**src/rtl/lbist_pkg.sv**
```systemverilog
// Shared types and constants for the c432 logic-BIST controller.
package lbist_pkg;

  typedef enum logic [1:0] {
    IDLE  = 2'd0,
    SEED  = 2'd1,
    APPLY = 2'd2,
    DONE  = 2'd3
  } state_e;

  localparam int LFSR_W    = 36;
  localparam int MISR_W    = 16;
  localparam int CUT_OUT_W = 7;

  localparam int LFSR_TAP_HI = 35;
  localparam int LFSR_TAP_LO = 10;
  localparam logic [MISR_W-1:0] MISR_POLY = 16'hD008;
  localparam logic [LFSR_W-1:0] LFSR_ZERO_SUB = 36'h000000001;

  function automatic logic [LFSR_W-1:0] lfsr_step(input logic [LFSR_W-1:0] v);
    return {v[LFSR_W-2:0], v[LFSR_TAP_HI] ^ v[LFSR_TAP_LO]};
  endfunction

endpackage

```
**src/rtl/lbist_misr.sv**
```systemverilog
// 16-bit MISR compacting CUT responses; o_next exposes the value about to be captured.
module lbist_misr
  import lbist_pkg::*;
(
  input  logic                 clk,
  input  logic                 rst_n,
  input  logic                 i_clr,
  input  logic                 i_en,
  input  logic [CUT_OUT_W-1:0] i_data,
  output logic [MISR_W-1:0]    o_sig,
  output logic [MISR_W-1:0]    o_next
);

  logic [MISR_W-1:0] r_misr;
  logic              w_fb;

  assign w_fb   = ^(r_misr & MISR_POLY);
  assign o_next = {r_misr[MISR_W-2:0], w_fb} ^ {{(MISR_W-CUT_OUT_W){1'b0}}, i_data};
  assign o_sig  = r_misr;

  always_ff @(posedge clk or negedge rst_n) begin
    if (!rst_n)     r_misr <= '0;
    else if (i_clr) r_misr <= '0;
    else if (i_en)  r_misr <= o_next;
  end

endmodule

```
**src/rtl/lbist_controller.sv**
```systemverilog
// Logic-BIST sequencer: LFSR patterns onto the c432 inputs, MISR signature out.
// Define LBIST_GOLDEN_CMP_EN to build the registered golden-signature comparator.
module lbist_controller
  import lbist_pkg::*;
#(
  parameter int NUM_PATTERNS = 1000,
  parameter int CNT_W        = 16
) (
  input  logic                 clk,
  input  logic                 rst_n,
  input  logic                 start,
  input  logic                 abort,
  input  logic [LFSR_W-1:0]    seed,
  input  logic [LFSR_W-1:0]    func_in,
  input  logic [CUT_OUT_W-1:0] cut_out,
  input  logic [MISR_W-1:0]    golden,
  output logic [LFSR_W-1:0]    cut_in,
  output logic                 bist_mode,
  output logic                 busy,
  output logic                 done,
  output logic [MISR_W-1:0]    signature,
  output logic                 pass,
  output logic [CNT_W-1:0]     pattern_cnt
);

  state_e            r_state;
  logic [LFSR_W-1:0] r_lfsr;
  logic [CNT_W-1:0]  r_cnt;
  logic              w_apply;
  logic              w_last;
  logic              w_clr;
  logic [MISR_W-1:0] w_misr_next;

  // abort freezes the datapath in the cycle it arrives
  assign w_apply = (r_state == APPLY) && !abort;
  assign w_clr   = (r_state == SEED) && !abort;
  assign w_last  = (r_cnt == CNT_W'(NUM_PATTERNS - 1));

  lbist_misr u_misr (
    .clk    (clk),
    .rst_n  (rst_n),
    .i_clr  (w_clr),
    .i_en   (w_apply),
    .i_data (cut_out),
    .o_sig  (signature),
    .o_next (w_misr_next)
  );

  always_ff @(posedge clk or negedge rst_n) begin
    if (!rst_n) begin
      r_state <= IDLE;
      r_lfsr  <= LFSR_ZERO_SUB;
      r_cnt   <= '0;
    end else if (abort) begin
      r_state <= IDLE;
    end else begin
      case (r_state)
        IDLE:  if (start) r_state <= SEED;
        SEED: begin
          r_lfsr  <= (seed == '0) ? LFSR_ZERO_SUB : seed;
          r_cnt   <= '0;
          r_state <= APPLY;
        end
        APPLY: begin
          r_lfsr <= lfsr_step(r_lfsr);
          r_cnt  <= r_cnt + 1'b1;
          if (w_last) r_state <= DONE;
        end
        DONE:  if (!start) r_state <= IDLE;
        default: r_state <= IDLE;
      endcase
    end
  end

  assign bist_mode   = (r_state == APPLY);
  assign busy        = (r_state == SEED) || (r_state == APPLY);
  assign done        = (r_state == DONE);
  assign pattern_cnt = r_cnt;
  assign cut_in      = bist_mode ? r_lfsr : func_in;

`ifdef LBIST_GOLDEN_CMP_EN
  logic r_pass;

  // compare against the value the MISR captures on the DONE-entry edge
  always_ff @(posedge clk or negedge rst_n) begin
    if (!rst_n)                            r_pass <= 1'b0;
    else if (abort)                        r_pass <= 1'b0;
    else if (w_apply && w_last)            r_pass <= (w_misr_next == golden);
    else if (r_state != DONE || !start)    r_pass <= 1'b0;
  end

  assign pass = r_pass;
`else
  logic w_unused_golden;
  assign w_unused_golden = ^{golden, w_misr_next};
  assign pass = 1'b0;
`endif

endmodule
```
**config.mk**
```make
export PLATFORM = sky130hd
export DESIGN_NAME = lbist_controller
export DESIGN_NICKNAME = d
export VERILOG_FILES = /design/src/rtl/lbist_pkg.sv /design/src/rtl/lbist_misr.sv /design/src/rtl/lbist_controller.sv
export SDC_FILE = /design/constraint.sdc
export NUM_CORES = 1
export LEC_CHECK = 0
export ABC_CLOCK_PERIOD_IN_PS = 5800
export BUFFER_PORTS_ARGS = -buffer_cell sky130_fd_sc_hd__buf_2
export CAP_MARGIN = 20
export CORE_MARGIN = 2
export CORE_UTILIZATION = 30
export CTS_CLUSTER_DIAMETER = 50
export DETAILED_ROUTE_END_ITERATION = 12
export SLEW_MARGIN = 20
export SYNTH_ARGS = -nofsm -noshare
export SYNTH_HDL_FRONTEND = slang
export SYNTH_HIERARCHICAL = 1
export SYNTH_SLANG_ARGS = --single-unit
```
**constraint.sdc**
```tcl
create_clock -name clk -period 5.8 [get_ports clk]
set_input_delay 0.87 -clock clk [delete_from_list [all_inputs] [get_ports clk]]
set_output_delay 0.87 -clock clk [all_outputs]
set_load 0.01 [all_outputs]
```
==> flow_summary.yaml, run 1 <==
clock_network:
  cts_resized: 0
  cts_tree: "built"
  cts.sinks: 70
  clock_latency_ps: 330
  cts_hold_buf: 0
  clock_path_buffers: 2
  h-tree-depth: 3
  cts_buffers: 9
  path_clk_slew_ps: 60
  cts_setup_buffers: 0
  cts_root_buf: "clkbuf_16"
global_route:
  grt_usage_pct: 14.6
  use_met3_pct: 3.88
  grt_start_max_net_pins: 87
  grt_overflow: 0
  antenna_found_initial: 0
  grt_use_met1_pct: 18.7
  grt_pass1_vias: 3290
  met2_usage_pct: 23.2
  grt_pass1_wl_um: 16500
  grt_busiest_layer: "met2"
die:
  dieHeight_um: 119
  core_um2: 13100
  die_x_um: 119
  start_util_pct: 30.3
  io_pins: 171
  dieArea_um2: 14200
  rows: 42
routing:
  firstDrtPassIters: 4
  post_drt_via_cell_ratio: 4.75
  via_count: 3424
  drt_wl_total_um: 10000
  drtAntennaViolNets: 0
  drc: 0
  drt_iter0_markers: 81
  routedWlPerCell_um: 13.9
setup_path:
  path_class: "reg2out"
  path_max_fanout: 41
  r2r_slack_ps: 3100
  r2r-start: "r_state[0]"
  arrival_ps: 2630
  crit_path_end_kind: "output pin"
  crit_start: "r_state[0]"
  worstSetupStartpointType: "flip-flop"
  worst-endpoint-required_ps: 4930
sta:
  slew_viol_final: 0
  finalSetupViolCount: 0
  hold_viol_final: 0
  fin_crit_ps: 3500
  fin_setup_tns_ps: 0
  worst_pin_slew_ps: 913
  whs_ps: 513
  finClkSkew_ps: 4.46
  finalCritPeriodShare_pct: 60.4
  fmax_ghz: 0.286
  slew_headroom_pct: 39.1
  rsz0062_at_grt: "no"
synthesis:
  yosysWarnings: 6
  synthCells: 404
  syn_area_um2: 3970
  synth_fp_nets: 509
  synth_area_per_cell_um2: 9.83
layout:
  syn_to_final_growth_pct: 29.5
  fin_nets: 645
  diodes: 0
  layout_common_cells: "buf_2, dfrtp_1, mux2i_1, nand2_1, o21ai_0"
  drive_above_1_share_pct: 39.3
  layout_commonest_cell: "buf_2"
placement:
  place_congestion: 0.802
  numPortBuffers: 153
  post-dp-hpwl_um: 7420
hold_path:
  min_from: "r_lfsr[30]"
  hold_path_class: "reg2reg"
power:
  cellPowerDensity_nw_per_um2: 427
  p_leak_nw: 2.42
  peakVddDrop_mv: 0.169
status:
  outcome: "completed"
job:
  cap_viol_max_count: 0
## registers in the layout (all words and copies together), names as in the netlist
register / flops
r_state: 2
pattern_cnt: 16
u_misr/o_sig: 16
r_lfsr: 36
## path summary, 6_finish.rpt
kind | end | depth (start not counted)
setup / recovery | cut_in[1] | 5
hold / removal | r_lfsr[30] | 2
setup reg to reg | u_misr/o_sig[0] | 8
hold reg to reg | r_lfsr[30] | 2
max in group asynchronous | r_state[0] | 1
min in group asynchronous | r_lfsr[17] | 1
## per-stage QoR
step	instances	util (%)	setup WS (ps)	total power [mW]	area, um2
detailed placement	705	37.0	2630	1.66	4840
finish	721	39.3	2300	2.19	5140
CTS	721	39.3	2260	2.23	5140
floorplan	404	-	3060	1.38	3970
global route	721	39.3	2130	2.36	5140
global placement	705	37.0	2660	1.64	4840
## critical path: stages (launching register included)
cell     delay (ps)
dfrtp_1         410
inv_1           150
ha_4            560
buf_4           570
mux2_2          410
buf_2           140
## where the power goes
part | internal (mW) | total, mW | switching, mW
Sequential | 0.648 | 0.789 | 0.141
Combinational | 0.382 | 0.848 | 0.466
Clock | 0.354 | 0.558 | 0.204
## final cells by class
cell class                 instances  area [um2]
tap                              176         220
sequential                        70        1750
fill                            1313        7940
clock inverter                     4        45.0
clock buffer                      12         256
timing repair buffer             157         798
multi-input combinational        293        2040
inverter                           9        33.8
## metal layers
metal	up-vias	wire length, um
li1	1680	-
met1	1603	4480
met2	131	4600
met3	10	744
met4	0	178
met5	-	0
No activity file was read; power rests on OpenSTA's default activity.
==> inputs of run 2 (changes only) <==
--- a/config.mk
+++ b/config.mk
@@ -5,7 +5,7 @@
 export SDC_FILE = /design/constraint.sdc
 export NUM_CORES = 1
 export LEC_CHECK = 0
-export ABC_CLOCK_PERIOD_IN_PS = 5800
+export ABC_CLOCK_PERIOD_IN_PS = 3390
 export BUFFER_PORTS_ARGS = -buffer_cell sky130_fd_sc_hd__buf_2
 export CAP_MARGIN = 20
 export CORE_MARGIN = 2
==> constraint.sdc (replaced) <==
create_clock -name clk -period 3.39 [get_ports clk]
set_input_delay 0.5085 -clock clk [delete_from_list [all_inputs] [get_ports clk]]
set_output_delay 0.5085 -clock clk [all_outputs]
set_load 0.01 [all_outputs]
==> flow_summary.yaml, run 2 (synthesized netlist as in run 1, its figures left out) <==
job:
  cap_viol_max_count: 0
layout:
  final_area_um2: 5180
  layout_commonest_cell: "buf_2"
  syn_to_final_growth_pct: 30.4
  largest_register_ffs: 36
  nFillCells: 1298
  drive_above_1_share_pct: 39.6
  diodes: 0
  layout_common_cells: "buf_2, dfrtp_1, mux2i_1, nand2_1, o21ai_0"
  seqCellArea_um2: 1750
  multiInputGateArea_um2: 2040
  top_register: "r_lfsr"
  fin_nets: 648
routing:
  drc: 0
  via_count: 3443
  post_drt_via_cell_ratio: 4.76
  firstDrtPassIters: 4
  drt_iter0_markers: 107
  drtAntennaViolNets: 0
  routedWlPerCell_um: 14.1
  drt_wl_total_um: 10200
placement:
  post-dp-hpwl_um: 7650
  numPortBuffers: 153
  place_area_um2: 4880
  place_congestion: 0.797
  place_ws_ps: 940
setup_path:
  r2r_cells: 8
  crit_start: "r_state[0]"
  arrival_ps: 2160
  r2r-start: "r_state[0]"
  path_class: "reg2out"
  path_max_fanout: 20
  worst-endpoint-required_ps: 2880
  crit_path_end_kind: "output pin"
  worstSetupStartpointType: "flip-flop"
clock_network:
  cts_root_buf: "clkbuf_16"
  path_clk_slew_ps: 60
  cts_setup_buffers: 0
  cts_resized: 0
  cts_hold_buf: 0
  cts_buffers: 9
  cts_tree: "built"
  cts.sinks: 70
  clock_path_buffers: 2
  clock_latency_ps: 330
  h-tree-depth: 3
die:
  dieArea_um2: 14200
  die_x_um: 119
  start_util_pct: 30.3
  rows: 42
  dieHeight_um: 119
  core_um2: 13100
  io_pins: 171
hold_path:
  hold_path_class: "in2async"
sta:
  fmax_ghz: 0.375
  finClkSkew_ps: 8.92
  fin_setup_tns_ps: 0
  slew_viol_final: 0
  hold_viol_final: 0
  finalSetupViolCount: 0
  fin_ws_ps: 724
  rsz0062_at_grt: "no"
  worst_pin_slew_ps: 914
  slew_headroom_pct: 39.1
  finalCritPeriodShare_pct: 78.6
  fin_crit_ps: 2670
power:
  p_leak_nw: 2.44
  power.total_mw: 3.80
  cellPowerDensity_nw_per_um2: 735
  peakVddDrop_mv: 0.362
status:
  outcome: "completed"
global_route:
  grt_start_max_net_pins: 71
  grt_usage_pct: 15.0
  grt_pass1_vias: 3435
  grt_pass1_wl_um: 17000
  grt_overflow: 0
  antenna_found_initial: 0
## run 2: changes by cell type in the layout (fill, tap and decap cells not counted)
| cell | delta |
|---|---|
| buf_4 | +2 |
| buf_12 | +1 |
## run 2: stage by stage
| step | hold WS, ps | std cells | utilization [%] |
|---|---|---|---|
| 2_1_floorplan | 213 | 404 | - |
| 3_3_place_gp | 488 | 708 | 37.3 |
| 3_5_place_dp | 492 | 708 | 37.3 |
| 4_1_cts | 351 | 724 | 39.6 |
| 5_1_grt | 395 | 724 | 39.6 |
| 6_report | 301 | 724 | 39.6 |
## run 2: path summary, 6_finish.rpt
path                                   end  slack (ps)
max in group asynchronous   pattern_cnt[3]        2480
hold reg to reg                 r_lfsr[14]         510
hold / removal                  r_lfsr[17]         300
setup / recovery                 cut_in[1]         720
setup reg to reg           u_misr/o_sig[0]         960
min in group clk                r_state[0]         430
## run 2: final cells by class
type                    instances  area share, %
multi-input cells             293           39.3
flip-flops and latches         70           33.8
repair buffers                160           16.1
clock buffers                  12           4.95
well taps                     176           4.25
clock inverters                 4          0.870
inverters                       9          0.652
## run 2: critical path, cell delays in order, from the launching register on
cell     delay, ps
dfrtp_1        410
inv_1          160
ha_4           380
buf_4          350
mux2_2         380
buf_2          140
## run 2: where the power goes
part | total (mW) | switching [mW] | internal [mW] | leakage, nW
Sequential | 1.36 | 0.247 | 1.11 | 0.914
Combinational | 1.50 | 0.814 | 0.682 | 1.38
Clock | 0.953 | 0.347 | 0.606 | 0.152
## run 2: layer usage
metal	global-route usage (%)	vias up	wire, um
met4	6.55	0	208
met3	3.21	15	677
met5	0	-	0
li1	-	1686	-
met1	19.7	1593	4700
met2	23.7	149	4590
